==> src/rtl/clksw_pkg.sv <==
// Shared definitions for the HS/LS CPU clock switch request side.
// Holds the state encoding, the default dwell/timeout constants and the
// counter-width helper, so RTL, benches and debug decode agree on them.
package clksw_pkg;

  // Debug-visible state encoding; values 5..7 are illegal.
  typedef enum logic [2:0] {
    LS_RUN  = 3'd0,
    HS_REQ  = 3'd1,
    HS_RUN  = 3'd2,
    LS_REQ  = 3'd3,
    LS_HOLD = 3'd4
  } clksw_state_e;

  localparam int HOLD_CYCLES_DEF    = 4;
  localparam int TIMEOUT_CYCLES_DEF = 16;

  // Width of the single counter that serves both the hold and the timeout.
  function automatic int cnt_width(input int hold, input int tmo);
    return $clog2(((hold > tmo) ? hold : tmo) + 1);
  endfunction

endpackage

==> src/rtl/clksw_req_ctrl_sync2.sv <==
// sync2: two-flop synchroniser, async active-low reset to 0.
// Latency: 2 clk cycles from d to q.
// Backpressure: none; free-running on clk.
// Ports: clk (sampling clock), rst_b (async reset, active low),
//        d (asynchronous input), q (synchronised output).
module sync2 (
  input  logic clk,
  input  logic rst_b,
  input  logic d,
  output logic q
);

  logic meta;

  always_ff @(posedge clk or negedge rst_b) begin
    if (!rst_b) begin
      meta <= 1'b0;
      q    <= 1'b0;
    end else begin
      meta <= d;
      q    <= meta;
    end
  end

endmodule

==> src/rtl/clksw_req_ctrl.sv <==
// clksw_req_ctrl: lsclk-side sequencer that requests HS/LS from the clock
// switch, confirms each transition from its acks and flags a stalled switch.
// Latency: outputs registered; HS ack seen 2 cycles late through sync2.
// Backpressure: none; turbo_en/need_slow are levels sampled every cycle.
// Ports:
//   lsclk_in, rst_b    - slow clock, async active-low reset
//   turbo_en           - HS operation permitted
//   need_slow          - current/next access must run on lsclk
//   fault_clr          - pulse, clears fault in LS_RUN/LS_HOLD only
//   hsclk_selected     - switch HS ack (hs domain, synchronised here)
//   lsclk_selected     - switch LS ack (already lsclk registered)
//   hsclk_sel          - request to switch, 1 = HS
//   switching          - transition in flight
//   fault              - sticky, switch failed to acknowledge
//   state_o            - current state, debug
// HOLD_CYCLES must be >= 1 and TIMEOUT_CYCLES must be > 3.
module clksw_req_ctrl
  import clksw_pkg::*;
#(
  parameter int HOLD_CYCLES    = HOLD_CYCLES_DEF,
  parameter int TIMEOUT_CYCLES = TIMEOUT_CYCLES_DEF
) (
  input  logic       lsclk_in,
  input  logic       rst_b,
  input  logic       turbo_en,
  input  logic       need_slow,
  input  logic       fault_clr,
  input  logic       hsclk_selected,
  input  logic       lsclk_selected,
  output logic       hsclk_sel,
  output logic       switching,
  output logic       fault,
  output logic [2:0] state_o
);

  localparam int CW = cnt_width(HOLD_CYCLES, TIMEOUT_CYCLES);
  localparam logic [CW-1:0] TMO_LAST  = CW'(TIMEOUT_CYCLES - 1);
  localparam logic [CW-1:0] HOLD_LOAD = CW'(HOLD_CYCLES - 1);

  clksw_state_e  state, state_nxt;
  logic [CW-1:0] cnt, cnt_nxt;
  logic          fault_set, fault_nxt;
  logic          hsclk_sel_nxt, switching_nxt;
  logic          hs_sync;
  logic          slow_req;

  sync2 u_hs_sync (
    .clk   (lsclk_in),
    .rst_b (rst_b),
    .d     (hsclk_selected),
    .q     (hs_sync)
  );

  assign slow_req = need_slow | ~turbo_en;

  always_comb begin
    state_nxt = state;
    cnt_nxt   = cnt;
    fault_set = 1'b0;
    unique0 case (1'b1) default: ; endcase
    case (state)
      LS_RUN: begin
        if (turbo_en && !need_slow && !fault) begin
          state_nxt = HS_REQ;
          cnt_nxt   = '0;
        end
      end
      HS_REQ: begin
        // A late ack still wins over an abort or a timeout.
        if (hs_sync) begin
          state_nxt = HS_RUN;
          cnt_nxt   = '0;
        end else if (slow_req) begin
          state_nxt = LS_REQ;
          cnt_nxt   = '0;
        end else if (cnt == TMO_LAST) begin
          fault_set = 1'b1;
          state_nxt = LS_REQ;
          cnt_nxt   = '0;
        end else begin
          cnt_nxt = cnt + CW'(1);
        end
      end
      HS_RUN: begin
        // A requested exit masks a coincident ack drop.
        if (slow_req) begin
          state_nxt = LS_REQ;
          cnt_nxt   = '0;
        end else if (!hs_sync) begin
          fault_set = 1'b1;
          state_nxt = LS_REQ;
          cnt_nxt   = '0;
        end
      end
      LS_REQ: begin
        // LS must be confirmed by both acks; without it we wait forever.
        if (lsclk_selected && !hs_sync) begin
          state_nxt = LS_HOLD;
          cnt_nxt   = HOLD_LOAD;
        end else if (cnt == TMO_LAST) begin
          fault_set = 1'b1;
        end else begin
          cnt_nxt = cnt + CW'(1);
        end
      end
      LS_HOLD: begin
        if (cnt == '0) begin
          state_nxt = LS_RUN;
        end else begin
          cnt_nxt = cnt - CW'(1);
        end
      end
      default: begin
        state_nxt = LS_RUN;
        cnt_nxt   = '0;
      end
    endcase

    // Set beats clear; clearing is only allowed once settled in LS.
    fault_nxt = fault_set |
                (fault & ~(fault_clr & ((state == LS_RUN) | (state == LS_HOLD))));

    hsclk_sel_nxt = (state_nxt == HS_REQ) | (state_nxt == HS_RUN);
    switching_nxt = (state_nxt == HS_REQ) | (state_nxt == LS_REQ);
  end

  always_ff @(posedge lsclk_in or negedge rst_b) begin
    if (!rst_b) begin
      state     <= LS_RUN;
      cnt       <= '0;
      fault     <= 1'b0;
      hsclk_sel <= 1'b0;
      switching <= 1'b0;
    end else begin
      state     <= state_nxt;
      cnt       <= cnt_nxt;
      fault     <= fault_nxt;
      hsclk_sel <= hsclk_sel_nxt;
      switching <= switching_nxt;
    end
  end

  assign state_o = state;

endmodule

==> config.mk <==
export PLATFORM = sky130hd
export DESIGN_NAME = clksw_req_ctrl
export DESIGN_NICKNAME = d
export VERILOG_FILES = /design/src/rtl/clksw_pkg.sv /design/src/rtl/clksw_req_ctrl_sync2.sv /design/src/rtl/clksw_req_ctrl.sv
export SDC_FILE = /design/constraint.sdc
export NUM_CORES = 1
export LEC_CHECK = 0
export CORE_ASPECT_RATIO = 0.9
export CORE_MARGIN = 1
export CORE_UTILIZATION = 55
export CTS_CLUSTER_SIZE = 40
export DETAILED_ROUTE_END_ITERATION = 16
export GPL_TIMING_DRIVEN = 1
export PLACE_DENSITY = 0.9
export SLEW_MARGIN = 20
export SYNTH_ARGS = -nofsm -noshare
export SYNTH_HDL_FRONTEND = slang
export SYNTH_SLANG_ARGS = --single-unit
==> constraint.sdc <==
create_clock -name lsclk_in -period 4.98 [get_ports lsclk_in]
set_input_delay 0.747 -clock lsclk_in [delete_from_list [all_inputs] [get_ports lsclk_in]]
set_output_delay 0.747 -clock lsclk_in [all_outputs]
set_load 0.05 [all_outputs]
# Word-level counts from Yosys, hierarchy flattened
# Index checks and enable logic that the tools add are counted.
# totals
output_inout_bits	6
word_cells	65
ff_bits	13
# classes
n_eq_ne	12
mux	26
n_bitwise	9
add_sub_neg	2
n_reduce_logical	9
# ops
operator	count
5-bit two-way mux	9
5-bit case mux with 5 select lines	1
3-bit two-way mux	8
3-bit case mux with 5 select lines	1
3-bit by 2-bit == test with 1-bit output (second input constant)	4
3-bit by 1-bit == test with 1-bit output (second input constant)	2
1-bit two-way mux	6
3-bit != test (second input constant)	2
5-bit by 1-bit adder with 5-bit output (second input constant)	1
5-bit by 4-bit == test with 1-bit output (second input constant)	1
5-bit logical NOT	1
1-bit bitwise OR	5
5-bit by 1-bit subtractor with 5-bit output (second input constant)	1
2-bit != test (second input constant)	2
4-bit AND reduction	1
3-bit == test (second input constant)	1
1-bit logical AND	3
1-bit logical NOT	3
3-bit logical NOT	1
1-bit case mux with 3 select lines	1
1-bit AND	2
1-bit inverter	2

# Longest topological paths before layout
# depth
ltp_word	7
ltp_mapped	8
mapped_depth_nobuf	8

# Modules after synthesis
# From an unflattened synthesis, not the netlist that was laid out.
# hier_totals
cells_unflattened	96
area_unflattened_um2	877.1
# modules_own_cells
module	cells_each	area_per_inst_um2	n_inst	seq_area_each_um2
clksw_req_ctrl	94	827.0	1	275.3
sync2	2	50.0	1	50.0

# Least setup slack after synthesis
# Ideal clock, no wire load.
# synth_timing
path_type	flip-flop to flip-flop
from	register cnt[0]
to	register cnt[4]
arrival_time_ps	1894
path_stages_with_launch	8
setup_slack_ps	2965
setup_time_ps	121
n_path_buf	1
path_cell_list	dfrtp_1 inv_1 ha_1 or4b_1 a2111o_1 o311a_1 buf_6 a22o_1
# synth_via
elab_chain_cells	5
# synth_rtl
item	line	source
start: declaration	clksw_req_ctrl.sv:41	logic [CW-1:0] cnt, cnt_nxt;
start signal: assignment	clksw_req_ctrl.sv:136	cnt <= cnt_nxt;
5-bit by 1-bit adder with 5-bit output / 5-bit by 4-bit == test with 1-bit output (equally long branches)	-	
5-bit two-way mux	clksw_req_ctrl.sv:76	end else if (cnt == TMO_LAST) begin
5-bit two-way mux	clksw_req_ctrl.sv:73	end else if (slow_req) begin
5-bit two-way mux	clksw_req_ctrl.sv:70	if (hs_sync) begin
5-bit case mux with 5 select lines	clksw_req_ctrl.sv:61	case (state)
# Several ways; a longest one is shown, not always the timed one. The select of a mux whose other input is x is not followed.
# A chain may end at the register's enable or synchronous reset.

# Worst setup path in the final report
# layout_timing
from	register state[2], in the netlist state_o[2]
to	output state_o[2]
# layout_rtl
item	line	source
start: declaration	clksw_req_ctrl.sv:40	clksw_state_e state, state_nxt;
start signal: assignment	clksw_req_ctrl.sv:135	state <= state_nxt;
end: declaration	clksw_req_ctrl.sv:33	output logic [2:0] state_o
# No word-level cell between the ends.

==> results.yml <==
floorplanning:
  dieArea_mm2: 0.00170
  die_width_um: 43.4
  rows: 13
  start_util: 0.585
  ios: 13
  coreArea_mm2: 0.00145
  dieHeight_um: 39.2
run_status:
  violations: "DRC"
  status: "finished, violations left"
sta:
  fin_crit_sh: 0.495
  tightest_slew_ns: 0.576
  slew_headroom: 0.615
  setup_violations: 0
  hold_violations: 0
  rsz0062_at_grt: "false"
  finalSetupTns_ns: 0
  drv_slew: 0
  fmax_mhz: 406
  period_needed_ns: 2.46
  fin_skew_ns: 0.00127
logic_synthesis:
  synth_area_um2: 847
  yosysMostFrequentCell: "dfrtp_1"
  synthTopCellsByArea: "dfrtp_1, ha_1, nand2b_1"
  synth_cells: 89
  synth_common_cells: "dfrtp_1, inv_1, nand2_1, nand2b_1"
  synth_edf_count: 0
  avgSynthCellArea_um2: 9.52
  synth_top_area_cell: "dfrtp_1"
  synth_top_cell_area_share: 0.384
  ys_types: 34
  synth_fp_nets: 101
  synth_seq_cells: 13
  synth_ff_type: "dfrtp_1"
  ys_seq_area_frac: 0.384
  ys_warn_count: 0
  async_flop_share: 1.00
setup_path:
  critPathMaxStageDelay_ns: 0.87
  slowest_stage: "clkdlybuf4s50_1"
  cp.arrival_ns: 1.72
  path_cells: "clkdlybuf4s50_1"
  worstSetupPathType: "flip-flop to output pin"
  crit_path_end_kind: "output pin"
  worstPathRequired_ns: 4.23
  worst-path-buf-inv: 1
  critPathTopFamily: "buffers and inverters"
  start_kind: "flip-flop"
  cp_max_fo: 14
clocking:
  ctsResizeCount: 0
  cts_num_sinks: 13
  clockRootBuffer: "clkbuf_4"
  cts_buffer_depth: 2
  cts_tree: "done"
  worstSkewPairLatency_ns: 0.28
  ctsHoldBuffers: 0
  post_cts_buffers: 0
  numCtsBuffers: 3
  clk_transition_reported_paths_ns: 0.07
  htree_levels: 1
detailed_routing:
  wl_mm: 1.75
  wl_per_cell_um: 15.0
  drc: 1
  first_pass_iters: 10
  antenna_left: 0
  drt_iter0_drc: 19
  vias: 720
  viasPerCell: 6.21
power_and_ir_drop:
  max-vdd-ir-drop_mv: 0.337
  power_mw: 0.615
  p_leak_nw: 0.417
  powerDensity_mw_per_mm2: 631
finish:
  fillCellCount: 120
  nNetsFinal: 114
  multi_input_area_um2: 462
  seqCellArea_um2: 325
  antenna_cells: 0
  area_growth_pct: 15.1
  final_core_util: 0.673
  drive_above_1_share: 0.0792
  final_cells: 116
global_routing:
  grt_usage: 0.247
  antenna_found_initial: 0
  overflow: 0
  grt_max_degree: 15
  grt_pass1_wl_mm: 2.85
  grt_pass1_vias: 651
place:
  hpwl_mm: 1.34
  portBuffers: 12
  gp_congestion: 0.854
  dp.cells: 112
job:
  cap_violations: 0
min_path:
  min_path_type: "flip-flop to flip-flop"
-- layout make-up --
type                            count  share of cell area
Tap cell                           15              0.0193
Timing Repair Buffer               12               0.123
Clock buffer                        4              0.0270
Inverter                            6              0.0231
Sequential cell                    13               0.334
Multi-Input combinational cell     66               0.474
-- registers in the layout (all words and copies together) (netlist names) --
register / count
hsclk_sel: 1
fault: 1
state_o: 3
u_hs_sync.meta: 1
cnt: 5
switching: 1
u_hs_sync.q: 1
-- per-stage QoR --
step	setup slack (ns)	hold WS, ns	area [um2]
global route	2.42	0.372	975
finish	2.52	0.363	975
detailed placement	2.51	0.349	948
CTS	2.51	0.367	975
floorplan	2.97	0.331	847
global placement	2.55	0.339	948
-- cell families after synthesis --
family          after synthesis  share of synthesized area
mux                           1                     0.0118
flops                        13                      0.384
compound gates               25                      0.199
fa+ha+maj                     5                     0.0739
simple gates                 34                      0.250
xor+xnor                      1                     0.0103
buf+inv                      10                     0.0709
-- cell usage in the layout (no fill, tap or decap), drive strengths merged --
cell type	synthesis	final
mux2i	1	1
nor3	2	2
a22o	1	1
nor4b	2	2
nor2b	4	4
nand4b	2	2
o22ai	2	2
a22oi	1	1
a2111o	1	1
a31oi	4	4
xor2	1	1
a21oi	4	4
or3	2	2
a31o	1	1
nor2	1	1
o311a	1	1
or4b	1	1
clkdlybuf4s50	0	12
o32ai	1	1
dfrtp	13	13
nand2b	6	6
and3b	1	1
nand2	7	7
o22a	3	3
ha	5	5
o21ai	6	6
nor3b	1	1
clkbuf	0	4
and3	1	1
and2b	1	1
nand3	3	3
inv	6	6
-- final timing paths --
check | start | end | slack (ns) | cells after the start
hold reg to reg | u_hs_sync.meta | u_hs_sync.q | 0.36 | 0
min in group asynchronous | rst_b | fault | 0.83 | 1
setup reg to reg | cnt[0] | cnt[2] | 2.57 | 8
max in group asynchronous | rst_b | state_o[2] | 3.78 | 1
setup / recovery | state_o[2] | state_o[2] | 2.52 | 1
hold / removal | u_hs_sync.meta | u_hs_sync.q | 0.36 | 0
-- layer usage --
metal	wire length, um	global-route usage	vias up	share of wire
met5	0	0	-	0
met4	50	0.172	0	0.029
met3	72	0.0701	5	0.041
met2	810	0.367	18	0.46
met1	811	0.310	346	0.46
li1	-	-	351	-
-- power by group --
| part | switching (mW) | internal, mW |
|---|---|---|
| Sequential | 0.0563 | 0.143 |
| Combinational | 0.205 | 0.144 |
| Clock | 0.0353 | 0.0312 |
| Total | 0.297 | 0.319 |
No activity file was read; power rests on OpenSTA's default activity.
